==> src/rtl/conv_tile_streamer_pkg.sv <==
// Shared dimensions and FSM state type for the convolution tile streamer.
package conv_pkg;
  localparam int unsigned TILE_DIM     = 6;
  localparam int unsigned K_DIM        = 3;
  localparam int unsigned OUT_DIM      = TILE_DIM - K_DIM + 1;
  localparam int unsigned KERNEL_BYTES = K_DIM * K_DIM;
  localparam int unsigned TILE_BYTES   = TILE_DIM * TILE_DIM;
  localparam int unsigned RESULT_WORDS = OUT_DIM * OUT_DIM;

  typedef enum logic [2:0] {
    ST_LOAD_K,
    ST_LOAD_T,
    ST_CLEAR,
    ST_START,
    ST_WAIT,
    ST_DRAIN
  } state_t;
endpackage

==> src/rtl/conv_tile_streamer_if.sv <==
// Valid/ready stream with an optional end-of-packet marker.
interface conv_tile_streamer_if #(
  parameter int unsigned DW = 8
);
  logic          valid;
  logic          ready;
  logic          last;
  logic [DW-1:0] data;

  modport master (output valid, output data, output last, input ready);
  modport slave  (input valid, input data, input last, output ready);
endinterface

==> src/rtl/conv_result_serializer.sv <==
// Snapshots the engine result array and streams it row-major, flagging the final word.
module conv_result_serializer #(
  parameter int unsigned OUT_DIM = 4
) (
  input  logic                                 clk,
  input  logic                                 rst_n,
  input  logic                                 i_capture,
  input  logic [OUT_DIM-1:0][OUT_DIM-1:0][15:0] i_c,
  conv_tile_streamer_if.master                 m_bus,
  output logic                                 o_drain_done
);
  import conv_pkg::*;

  localparam int unsigned N  = OUT_DIM * OUT_DIM;
  localparam int unsigned IW = $clog2(N);

  logic [N*16-1:0] r_snap;
  logic [IW-1:0]   r_idx;
  logic            r_valid;
  logic            w_hs;
  logic            w_last;

  assign w_hs   = r_valid & m_bus.ready;
  assign w_last = (r_idx == IW'(N - 1));

  always_ff @(posedge clk or negedge rst_n) begin
    if (!rst_n) begin
      r_snap  <= '0;
      r_idx   <= '0;
      r_valid <= 1'b0;
    end else if (i_capture) begin
      r_snap  <= i_c;
      r_idx   <= '0;
      r_valid <= 1'b1;
    end else if (w_hs) begin
      if (w_last) begin
        r_idx   <= '0;
        r_valid <= 1'b0;
      end else begin
        r_idx <= r_idx + 1'b1;
      end
    end
  end

  // Flat offset (i*OUT_DIM+j)*16 is element c[i][j], so r_idx walks row-major.
  assign m_bus.valid  = r_valid;
  assign m_bus.data   = r_snap[r_idx*16 +: 16];
  assign m_bus.last   = r_valid & w_last;
  assign o_drain_done = w_hs & w_last;
endmodule

==> src/rtl/conv_tile_streamer.sv <==
// Loads kernel and tile bytes for the 4x4 convolution engine, sequences it,
// and hands the captured results to the serializer.
module conv_tile_streamer #(
  parameter int unsigned TILE_DIM = 6,
  parameter int unsigned K_DIM    = 3
) (
  input  logic                                                 clk,
  input  logic                                                 rst_n,
  input  logic                                                 keep_kernel,
  conv_tile_streamer_if.slave                                  s_bus,
  output logic [TILE_DIM-1:0][TILE_DIM-1:0][7:0]               input_tile,
  output logic [K_DIM-1:0][K_DIM-1:0][7:0]                     kernel,
  output logic                                                 eng_clear,
  output logic                                                 start,
  input  logic                                                 done,
  input  logic [TILE_DIM-K_DIM:0][TILE_DIM-K_DIM:0][15:0]      c,
  conv_tile_streamer_if.master                                 m_bus,
  output logic                                                 busy
);
  import conv_pkg::*;

  localparam int unsigned OUT_D = TILE_DIM - K_DIM + 1;
  localparam int unsigned KB    = K_DIM * K_DIM;
  localparam int unsigned TB    = TILE_DIM * TILE_DIM;
  localparam int unsigned CW    = $clog2(TB);

  state_t          r_state;
  state_t          w_next;
  logic [CW-1:0]   r_cnt;
  logic [KB*8-1:0] r_kernel;
  logic [TB*8-1:0] r_tile;
  logic            r_kvalid;
  logic            r_done_q;
  logic            w_s_hs;
  logic            w_skip_k;
  logic            w_done_rise;
  logic            w_capture;
  logic            w_drain_done;

  assign w_s_hs      = s_bus.valid & s_bus.ready;
  assign w_skip_k    = keep_kernel & r_kvalid;
  assign w_done_rise = done & ~r_done_q;

  always_ff @(posedge clk or negedge rst_n) begin
    if (!rst_n) r_state <= ST_LOAD_K;
    else        r_state <= w_next;
  end

  always_comb begin
    w_next      = r_state;
    s_bus.ready = 1'b0;
    eng_clear   = 1'b0;
    start       = 1'b0;
    w_capture   = 1'b0;
    case (r_state)
      ST_LOAD_K: begin
        s_bus.ready = 1'b1;
        if (w_s_hs && ((r_cnt == '0 && w_skip_k) || r_cnt == CW'(KB - 1)))
          w_next = ST_LOAD_T;
      end
      ST_LOAD_T: begin
        s_bus.ready = 1'b1;
        if (w_s_hs && r_cnt == CW'(TB - 1)) w_next = ST_CLEAR;
      end
      ST_CLEAR: begin
        eng_clear = 1'b1;
        w_next    = ST_START;
      end
      ST_START: begin
        start  = 1'b1;
        w_next = ST_WAIT;
      end
      ST_WAIT: begin
        if (w_done_rise) begin
          w_capture = 1'b1;
          w_next    = ST_DRAIN;
        end
      end
      ST_DRAIN: begin
        if (w_drain_done) w_next = ST_LOAD_K;
      end
      default: w_next = ST_LOAD_K;
    endcase
  end

  // A reused kernel means the first byte of the frame is already tile[0][0].
  always_ff @(posedge clk or negedge rst_n) begin
    if (!rst_n) begin
      r_cnt    <= '0;
      r_kernel <= '0;
      r_tile   <= '0;
      r_kvalid <= 1'b0;
      r_done_q <= 1'b0;
    end else begin
      r_done_q <= done;
      if (w_s_hs && r_state == ST_LOAD_K) begin
        if (r_cnt == '0 && w_skip_k) begin
          r_tile[7:0] <= s_bus.data;
          r_cnt       <= CW'(1);
        end else begin
          r_kernel[r_cnt*8 +: 8] <= s_bus.data;
          if (r_cnt == CW'(KB - 1)) begin
            r_cnt    <= '0;
            r_kvalid <= 1'b1;
          end else begin
            r_cnt <= r_cnt + 1'b1;
          end
        end
      end else if (w_s_hs && r_state == ST_LOAD_T) begin
        r_tile[r_cnt*8 +: 8] <= s_bus.data;
        if (r_cnt == CW'(TB - 1)) r_cnt <= '0;
        else                      r_cnt <= r_cnt + 1'b1;
      end
    end
  end

  assign kernel     = r_kernel;
  assign input_tile = r_tile;
  assign busy       = !(r_state == ST_LOAD_K && r_cnt == '0);

  conv_result_serializer #(
    .OUT_DIM (OUT_D)
  ) u_ser (
    .clk          (clk),
    .rst_n        (rst_n),
    .i_capture    (w_capture),
    .i_c          (c),
    .m_bus        (m_bus),
    .o_drain_done (w_drain_done)
  );
endmodule

==> src/flat_wrapper.sv <==
// flat-port wrapper written by rule: the top's interface ports become plain ports
module conv_tile_streamer_flat import conv_pkg::*;
#(
  parameter int unsigned TILE_DIM = 6,
  parameter int unsigned K_DIM    = 3
)
  (clk, rst_n, keep_kernel, input_tile, kernel, eng_clear, start, done, c, busy, s_bus_valid, s_bus_data, s_bus_last, s_bus_ready, m_bus_valid, m_bus_data, m_bus_last, m_bus_ready);
  conv_tile_streamer_if #(.DW(8)) s_bus_i ();
  conv_tile_streamer_if #(.DW(16)) m_bus_i ();
  input  logic clk;
  input  logic rst_n;
  input  logic keep_kernel;
  output logic [TILE_DIM-1:0][TILE_DIM-1:0][7:0] input_tile;
  output logic [K_DIM-1:0][K_DIM-1:0][7:0] kernel;
  output logic eng_clear;
  output logic start;
  input  logic done;
  input  logic [TILE_DIM-K_DIM:0][TILE_DIM-K_DIM:0][15:0] c;
  output logic busy;
  input wire logic [$bits(s_bus_i.valid)-1:0] s_bus_valid;
  input wire logic [$bits(s_bus_i.data)-1:0] s_bus_data;
  input wire logic [$bits(s_bus_i.last)-1:0] s_bus_last;
  output wire logic [$bits(s_bus_i.ready)-1:0] s_bus_ready;
  output wire logic [$bits(m_bus_i.valid)-1:0] m_bus_valid;
  output wire logic [$bits(m_bus_i.data)-1:0] m_bus_data;
  output wire logic [$bits(m_bus_i.last)-1:0] m_bus_last;
  input wire logic [$bits(m_bus_i.ready)-1:0] m_bus_ready;
  assign s_bus_i.valid = s_bus_valid;
  assign s_bus_i.data = s_bus_data;
  assign s_bus_i.last = s_bus_last;
  assign s_bus_ready = s_bus_i.ready;
  assign m_bus_valid = m_bus_i.valid;
  assign m_bus_data = m_bus_i.data;
  assign m_bus_last = m_bus_i.last;
  assign m_bus_i.ready = m_bus_ready;
  conv_tile_streamer #(.TILE_DIM(TILE_DIM), .K_DIM(K_DIM)) u_core (.clk(clk), .rst_n(rst_n), .keep_kernel(keep_kernel), .s_bus(s_bus_i), .input_tile(input_tile), .kernel(kernel), .eng_clear(eng_clear), .start(start), .done(done), .c(c), .m_bus(m_bus_i), .busy(busy));
endmodule
==> config.mk <==
export PLATFORM = sky130hd
export DESIGN_NAME = conv_tile_streamer_flat
export DESIGN_NICKNAME = d
export VERILOG_FILES = /design/src/rtl/conv_tile_streamer_pkg.sv /design/src/rtl/conv_tile_streamer_if.sv /design/src/rtl/conv_result_serializer.sv /design/src/rtl/conv_tile_streamer.sv /design/src/flat_wrapper.sv
export SDC_FILE = /design/constraint.sdc
export NUM_CORES = 1
export LEC_CHECK = 0
export CORE_MARGIN = 3
export CORE_UTILIZATION = 45
export DETAILED_ROUTE_END_ITERATION = 16
export GPL_ROUTABILITY_DRIVEN = 0
export HOLD_SLACK_MARGIN = 0.03
export PLACE_DENSITY = 0.71
export SYNTH_ARGS = -nofsm -noshare
export SYNTH_HDL_FRONTEND = slang
export SYNTH_SLANG_ARGS = --single-unit
==> constraint.sdc <==
create_clock -name clk -period 6.7 [get_ports clk]
set_clock_uncertainty 0.2 [all_clocks]
set_input_delay 2.01 -clock clk [delete_from_list [all_inputs] [get_ports clk]]
set_output_delay 2.01 -clock clk [all_outputs]
set_load 0.005 [all_outputs]
==> summary by stage, run 1 <==
Synthesis
By area the synthesized netlist is led by sky130_fd_sc_hd__dfrtp_1, sky130_fd_sc_hd__nand2_1, sky130_fd_sc_hd__mux2_2, sky130_fd_sc_hd__mux4_2, sky130_fd_sc_hd__clkbuf_1. Of all cell types, the one taking the most synthesized area is sky130_fd_sc_hd__dfrtp_1. Averaged over all synthesized cells, the footprint is between 10 and 15 sq um. Among all cell types in the netlist, the one instantiated most often is sky130_fd_sc_hd__nand2_1. Counting instances in the post-synthesis netlist gives the leading cell types as sky130_fd_sc_hd__nand2_1, sky130_fd_sc_hd__dfrtp_1, sky130_fd_sc_hd__mux2_2. In the synthesized netlist the async set-or-reset flop fraction comes to 1.00. The synthesized flop and latch total is about 630. Counting every instance in the synthesized netlist gives roughly 2600.

The cell area after synthesis is between 0.02 and 0.03 sq mm. The Yosys warning count is 0. The flip-flop cell with the highest count after synthesis is sky130_fd_sc_hd__dfrtp_1.

For this run, the register share of the synthesized area comes to 0.570. The top cell type's share of synthesized area is 0.570. The number of flops mapped to enable cells by yosys is 0. The post-synthesis cell type count is 62. The synthesized netlist net count is 2890.

Route
The number of nets still failing antenna checks after routing is 0. The first routing iteration left about 1900 violations. The via total after detailed routing is approximately 22000. The per-cell via count in the routed design is roughly 5.5.

The post-detailed-route DRC marker count is 0. Dividing the detail-routed wire length by the instance count gives between 20 and 25 um. The detailed-routing iteration count for the pre-antenna-repair pass is 8. The total wirelength of the detailed-routed design is about 95 mm.

Clocking
The clock latency on the worst-skew pair is 610 ps. The CTS tree is done. The buffer cell driving the clock tree root is sky130_fd_sc_hd__clkbuf_16. The number of setup buffers added after CTS is 0. Once the clock tree was built, the resizer swapped 0 gates to a different size. The clock drives ~630 sinks. The largest buffer count on any clock path is 3. The H-tree depth reported by CTS is 3. The TritonCTS buffer count is 70.

The clock transition time at the flip-flop clock pins of the worst setup and hold paths is approximately 50 ps. In this run, post-CTS hold repair placed 0 buffers.

Die
The number of placement rows is 90. In this run the horizontal extent of the chip is between 200 and 300 um. The initial utilization of the core area, before any placement, comes to 0.457. Measured along the y axis, the die boundary spans 254 um. The core box area is between 0.06 and 0.07 sq mm. For this design the top-level I/O count stands at about 650. The die covers around 0.065 sq mm.

GRT
The global-route usage over all layers is 0.292. The via count of the first global-routing pass was between 20000 and 25000. The overflow left after global routing is 0. The first global-routing pass estimated about 140 mm of wire.

The pin count of the biggest net entering global routing is between 200 and 300. The initial antenna violation count came to 26.

Worst setup path
The length in cells of the worst reg-to-reg path is 7. In this design, the stage delay of the slowest critical-path cell is 720 ps. The worst path buffer plus inverter count is 2.

STA puts the critical path data arrival time at approximately 3500 ps. The critical path runs through a total of 5 cells. The worst register-to-register path ends at u_core.input_tile[166]. The critical path is of the reg -> out type. Broken down by cell family, the worst path's largest delay share belongs to buffers and inverters. The data required time of the worst path is between 4000 and 5000 ps. STA classifies the critical path startpoint as a flip-flop. The capturing element of the worst setup path is busy. The critical path starts at u_core.r_cnt[0].

The critical path goes through inv_1 -> ha_1 -> nand2_4 -> or4_1 -> clkdlybuf4s50_1. The endpoint kind of the worst setup timing path is a primary output. For this design, the slowest cell found on the critical path is sky130_fd_sc_hd__ha_1. Setup slack on the worst reg-to-reg path comes out at between 2000 and 2500 ps. The startpoint identified for the worst register-to-register timing path is u_core.r_cnt[0]. Along the worst path, the maximum fanout reaches 27.

Timing
Subtracting the final worst setup slack from the clock period gives 5730 ps. The final-report max-slew violation count is 0. Measured against its own limit, the worst slew margin works out to 0.119. Adding up every negative setup slack in the final design gives 0 ps. The worst-margin pin slew is 1320 ps.

The hold violation total from the final report is 0. The fraction of the cycle the final worst path needs is 0.855. Setup violations remaining at the end of the flow were counted as 0. The highest clock frequency the design can meet is between 0.15 and 0.2 GHz. Setup repair after global routing left no endpoint under its margin.

Power and ir drop
The total design power is approximately 14000 uW. The worst-case vdd ir drop is about 0.3 mV. The power per unit of standard cell area is 374 mW/mm^2.

The cell leakage power is between 0.015 and 0.02 uW.

Min path
The worst hold path belongs to the class reg -> reg.

Layout
In the final layout, the share of cells above drive strength 1 is 0.151. The area taken by multi-input logic gates is between 0.01 and 0.015 sq mm. From synthesis to final layout, the design area changed by 34.8%.

The number of inserted filler cells in the final layout is about 4800. The final net count is around 3500. The sequential cells in the finished layout cover a total of 0.0158 sq mm.

Outcome
The run finished with clean final reports.

Placed design
The number of port buffers is roughly 650. Detailed placement ended at an HPWL of about 70 mm.

Run
The max capacitance violation total is 0.
sequential cells by signal, indices dropped and copies added (netlist names):
signal / count
u_core.r_kvalid: 1
u_core.u_ser.r_snap: 256
u_core.u_ser.r_idx: 4
u_core.input_tile: 288
u_core.kernel: 72
u_core.r_state: 3
u_core.r_done_q: 1
u_core.u_ser.m_bus.valid: 1
u_core.r_cnt: 6
worst register-to-register path, stage by stage (launching register included):
cell and delay [ps]:
sky130_fd_sc_hd__dfrtp_1 710, sky130_fd_sc_hd__inv_1 280, sky130_fd_sc_hd__ha_1 720, sky130_fd_sc_hd__nor3b_2 400
sky130_fd_sc_hd__xor2_1 720, sky130_fd_sc_hd__nand3_1 300, sky130_fd_sc_hd__nor3_2 760, sky130_fd_sc_hd__mux2_2 430
through the flow:
step | hold WS (ps) | setup slack (ps) | instances | area [sq um] | utilization
after floorplan | 240 | 2140 | 2614 | 27700 | -
after global placement | 254 | 1600 | 3920 | 35000 | 0.577
after detailed placement | 258 | 1530 | 3920 | 35000 | 0.577
after CTS | 272 | 991 | 4046 | 37300 | 0.615
after global routing | 286 | 762 | 4062 | 37400 | 0.616
final | 271 | 969 | 4064 | 37400 | 0.616
metal layers:
metal,GRT usage,wire (um),vias up
met2,0.471,46200,1056
met4,0.146,4370,16
met5,0,124,-
met3,0.0826,8380,230
li1,-,-,9899
met1,0.362,36300,11100
cells by family after synthesis:
group,Yosys count,synth area share
adders and majority gates,5,0.00225
buffers and inverters,206,0.0294
DFF,632,0.570
xor gates and xnor gates,7,0.00221
and+or+nand+nor,1280,0.193
muxes,351,0.173
AOI/OAI and AO/OA,133,0.0301
how the worst min path moves through the flow:
stage	startpoint	to	slack [ps]	cells after the start
global placement	u_core.u_ser.r_snap[245]	u_core.u_ser.r_snap[245]	250	2
CTS	u_core.u_ser.r_snap[35]	u_core.u_ser.r_snap[35]	270	2
finish	u_core.u_ser.r_snap[27]	u_core.u_ser.r_snap[27]	270	2
global route	u_core.u_ser.r_snap[227]	u_core.u_ser.r_snap[227]	290	2
detailed placement	u_core.u_ser.r_snap[218]	u_core.u_ser.r_snap[218]	260	2
floorplan	u_core.u_ser.r_snap[100]	u_core.u_ser.r_snap[100]	240	2
final cells by class:
class,count,share of cell area
diodes,18,0.00120
clock buffers,99,0.0535
clock inverters,27,0.00914
inverters,47,0.00472
multi-input cells,1776,0.299
flip-flops and latches,632,0.423
well taps,782,0.0262
repair buffers,683,0.184
cells in the final DEF, fill, tap and decap left out, types with 5 or more instances in the layout:
cell and instances:
sky130_fd_sc_hd__nor3_4 5, sky130_fd_sc_hd__diode_2 18, sky130_fd_sc_hd__mux2_2 228, sky130_fd_sc_hd__nor4_4 5
sky130_fd_sc_hd__or3_1 6, sky130_fd_sc_hd__clkdlybuf4s50_1 650, sky130_fd_sc_hd__ha_1 5, sky130_fd_sc_hd__a21oi_1 11
sky130_fd_sc_hd__mux4_2 80, sky130_fd_sc_hd__nand2_2 9, sky130_fd_sc_hd__nor4_1 5, sky130_fd_sc_hd__clkbuf_1 16
sky130_fd_sc_hd__buf_4 24, sky130_fd_sc_hd__and3_1 23, sky130_fd_sc_hd__nand4_1 16, sky130_fd_sc_hd__or4_1 5
sky130_fd_sc_hd__inv_1 47, sky130_fd_sc_hd__nand2_1 986, sky130_fd_sc_hd__nor2_1 110, sky130_fd_sc_hd__clkbuf_16 71
sky130_fd_sc_hd__dfrtp_1 630, sky130_fd_sc_hd__mux2i_1 41, sky130_fd_sc_hd__nor3_1 50, sky130_fd_sc_hd__buf_12 8
sky130_fd_sc_hd__clkinv_2 10, sky130_fd_sc_hd__bufinv_16 5, sky130_fd_sc_hd__a21o_1 6, sky130_fd_sc_hd__o21ai_0 79
sky130_fd_sc_hd__nand3_1 31, sky130_fd_sc_hd__o31ai_1 8, sky130_fd_sc_hd__clkbuf_8 12
power by group:
| group | switching [uW] | internal [uW] | total (uW) |
|---|---|---|---|
| registers | 600 | 4460 | 5060 |
| logic | 2810 | 2190 | 5010 |
| clock network | 1610 | 2300 | 3910 |
(Power assumes the default switching activity.)
==> inputs of run 2 (changes only) <==
Settings changed: CELL_PAD_IN_SITES_DETAIL_PLACEMENT from default to 0, CELL_PAD_IN_SITES_GLOBAL_PLACEMENT from default to 1, CORE_UTILIZATION 45 to 42, PLACE_DENSITY 0.71 to 0.84.
==> run 2 against run 1 <==
Compared with the run above:
- via count down 0.88%
- global-route usage shrank 2.0 points
- total power rose by 0.18%
- final area is 0.23% higher
- maximum frequency rose by 0.63%
- first-iteration DRC count shrank 4.5%
- cell count is 1.6% higher
- critical path type unchanged
- highest routed layer unchanged
- worst setup slack gained 36 ps
- wire length rose by 0.12%
==> summary by stage, run 2 (synthesis results as in run 1) <==
Outcome
The run finished with clean final reports.

Layout
After the last flow step, the layout net total stands at approximately 3500. The multi-input combinational cells in the finished layout cover a total of around 0.011 sq mm. The number of inserted filler cells in the final layout is 5385. The register with the most flip-flops in the layout has between 200 and 300 of them. Leaving out fill and tap cells, the most frequent cells in the layout are sky130_fd_sc_hd__nand2_1, sky130_fd_sc_hd__clkdlybuf4s50_1, sky130_fd_sc_hd__dfrtp_1.

The area added between synthesis and finish is 35.1%. The share of layout cells above drive strength 1 is 0.152. Leaving out fill and tap cells, the most frequent cell in the layout is sky130_fd_sc_hd__nand2_1. The sequential standard cell area is 0.0158 sq mm.

Timing
The fraction of the cycle the final worst path needs is 0.850. The post-route minimum period is ~5700 ps. At the pin with the least slew margin, the transition time is 1430 ps.

The hold violation total from the final report is 0. The final-report max-slew violation count came to 0. Setup repair after global routing left no endpoint under its margin. Setup violations remaining at the end of the flow were counted as 0. Across all setup checks in the final design, the least slack found is about 1000 ps. Derived from the worst setup path, the maximum achievable clock frequency is ~0.18 GHz. Setup total negative slack on the finished layout was measured at 0 ps. Headroom to the max-slew limit came out at 0.0494.

Power and ir drop
Summed over all nets, the switching power comes to about 5000 uW. The combinational group share of total power is 0.361. The sequential share of power is 0.361. The cell leakage power is 0.0177 uW. For this design the ratio of total power to cell area is roughly 370 mW/mm^2. The net switching fraction of the power is 0.358. The cell-internal power is 8990 uW. The worst-case vdd ir drop is between 0.3 and 0.4 mV. Of the total power, the clock network draws 0.278.

Route
Dividing the detail-routed wire length by the instance count gives around 23 um. In this run the remaining antenna-violating nets after routing total 0. For this run, design rule violations remaining after detail routing come to 0. The pre-antenna-repair detailed-routing pass consisted of 6 iterations. The via total after detailed routing is between 20000 and 25000. In this run, the number of DRC markers left after iteration 0 of detailed routing was around 1800.

Wires add up to between 90 and 100 mm. Dividing the detail-routed via count by the number of cells gives between 5 and 6.

Die
The floorplan step defined a die boundary enclosing between 0.06 and 0.07 sq mm. For this design the top-level I/O count stands at roughly 650. The horizontal extent of the die is about 260 um. Row generation in the floorplan step produced 93 rows. The die is about 260 um tall.

The starting density of the core is 0.427. The core box area is 0.0649 sq mm.

Min path
The startpoint of the worst hold path is u_core.u_ser.r_snap[183]. The path class of the tightest hold or removal check is reg -> reg.

Worst setup path
The length in cells of the worst reg-to-reg path is 8. The maximum fanout count along the critical path is between 40 and 50. The startpoint of the worst setup timing path is u_core.u_ser.r_idx[0]. The critical register-to-register path endpoint is u_core.input_tile[186]. The worst flop-to-flop path startpoint is u_core.r_cnt[2]. The endpoint kind of the worst setup timing path is a primary output. The data arrival time of the worst path is ~3500 ps. The critical setup path kind is reg -> out.

Data on the critical path is required at its endpoint by 4490 ps. The setup check on the worst reg-to-reg path leaves a slack of between 1500 and 2000 ps. In this run the worst setup path terminates at m_bus_data[12]. The type of origin of the critical path is a flip-flop.

Placed design
At the placement stage, the worst setup path has a slack of around 1200 ps. The number of port buffers is about 650. The HPWL after detailed placement is approximately 70 mm.

Clocking
The clock passes through at most 3 buffers. The clock transition time at the flip-flop clock pins of the worst setup and hold paths is approximately 60 ps. The later pin in the worst-skew pair is clocked with a latency of 610 ps.

The buffer cell driving the clock tree root is sky130_fd_sc_hd__clkbuf_16. Post-CTS timing repair inserted 0 buffers for setup. TritonCTS created between 60 and 70 clock buffers. The post-cts resize count is 0. Buffers inserted to repair hold after CTS numbered 0. The CTS tree is done.

The clock sink total is 632. The H-tree depth reported by CTS is 3.

Run
Across the run, the number of max-cap violations was 0.

GRT
For this run the aggregate overflow at the end of global routing stands at 0. The via count of the first global-routing pass was 22600. The first global-routing pass estimated approximately 140 mm of wire.

The initial antenna violation count was 24. Entering global routing, the biggest net connects about 260 pins. For this run, the total global-route usage over all layers was measured as 0.272.
==> run 2: cell types whose count changed in the layout (fill, tap and decap cells not counted), sizes merged <==
cell / delta
buf: +4
inv: +1
clkinvlp: -4
clkinv: -4
diode: -4
bufinv: +1
==> run 2: layout make-up <==
class                      count  share of cell area
clock buffer                  99              0.0539
clock inverter                21             0.00791
inverter                      47             0.00471
timing repair buffer         687               0.184
antenna                       14            0.000935
tap                          855              0.0285
multi-input combinational   1776               0.298
sequential                   632               0.422
==> run 2: power by group through the flow <==
stage	clock (uW)	combinational [uW]	sequential, uW
CTS	3970	5060	5050
global route	4130	5410	5130
detailed placement	0	5040	5110
global placement	0	4960	5080
floorplan	0	2760	4830
finish	3900	5060	5050
==> run 2: worst min-delay path by stage <==
stage / endpoint / slack, ps / cells past startpoint
6_report: u_core.u_ser.r_snap[183] / 270 / 2
3_3_place_gp: u_core.u_ser.r_snap[135] / 250 / 2
2_1_floorplan: u_core.u_ser.r_snap[100] / 240 / 2
5_1_grt: u_core.u_ser.r_snap[126] / 290 / 2
3_5_place_dp: u_core.u_ser.r_snap[183] / 260 / 2
4_1_cts: u_core.u_ser.r_snap[183] / 270 / 2
==> run 2: through the flow <==
stage / cell area (sq um) / util / power [uW] / instances / hold slack, ps
6_report: 37500 / 0.577 / 14000 / 4131 / 268
2_1_floorplan: 27700 / - / 7590 / 2614 / 240
3_3_place_gp: 35100 / 0.541 / 10000 / 3997 / 254
3_5_place_dp: 35100 / 0.541 / 10100 / 3997 / 257
5_1_grt: 37500 / 0.577 / 14700 / 4130 / 289
4_1_cts: 37400 / 0.577 / 14100 / 4117 / 271
==> run 2: per-layer routing <==
| metal | track usage | wire [um] | vias up |
|---|---|---|---|
| met5 | 0 | 101 | - |
| met4 | 0.144 | 5430 | 16 |
| met3 | 0.0611 | 6960 | 223 |
| met2 | 0.434 | 44900 | 908 |
| met1 | 0.348 | 38100 | 11100 |
| li1 | - | - | 9900 |
==> run 2: critical path: stages (launching register included) <==
cell                              delay, ps
sky130_fd_sc_hd__dfrtp_4                830
sky130_fd_sc_hd__buf_12                 390
sky130_fd_sc_hd__mux4_2                 650
sky130_fd_sc_hd__mux4_2                 520
sky130_fd_sc_hd__clkdlybuf4s50_1        470
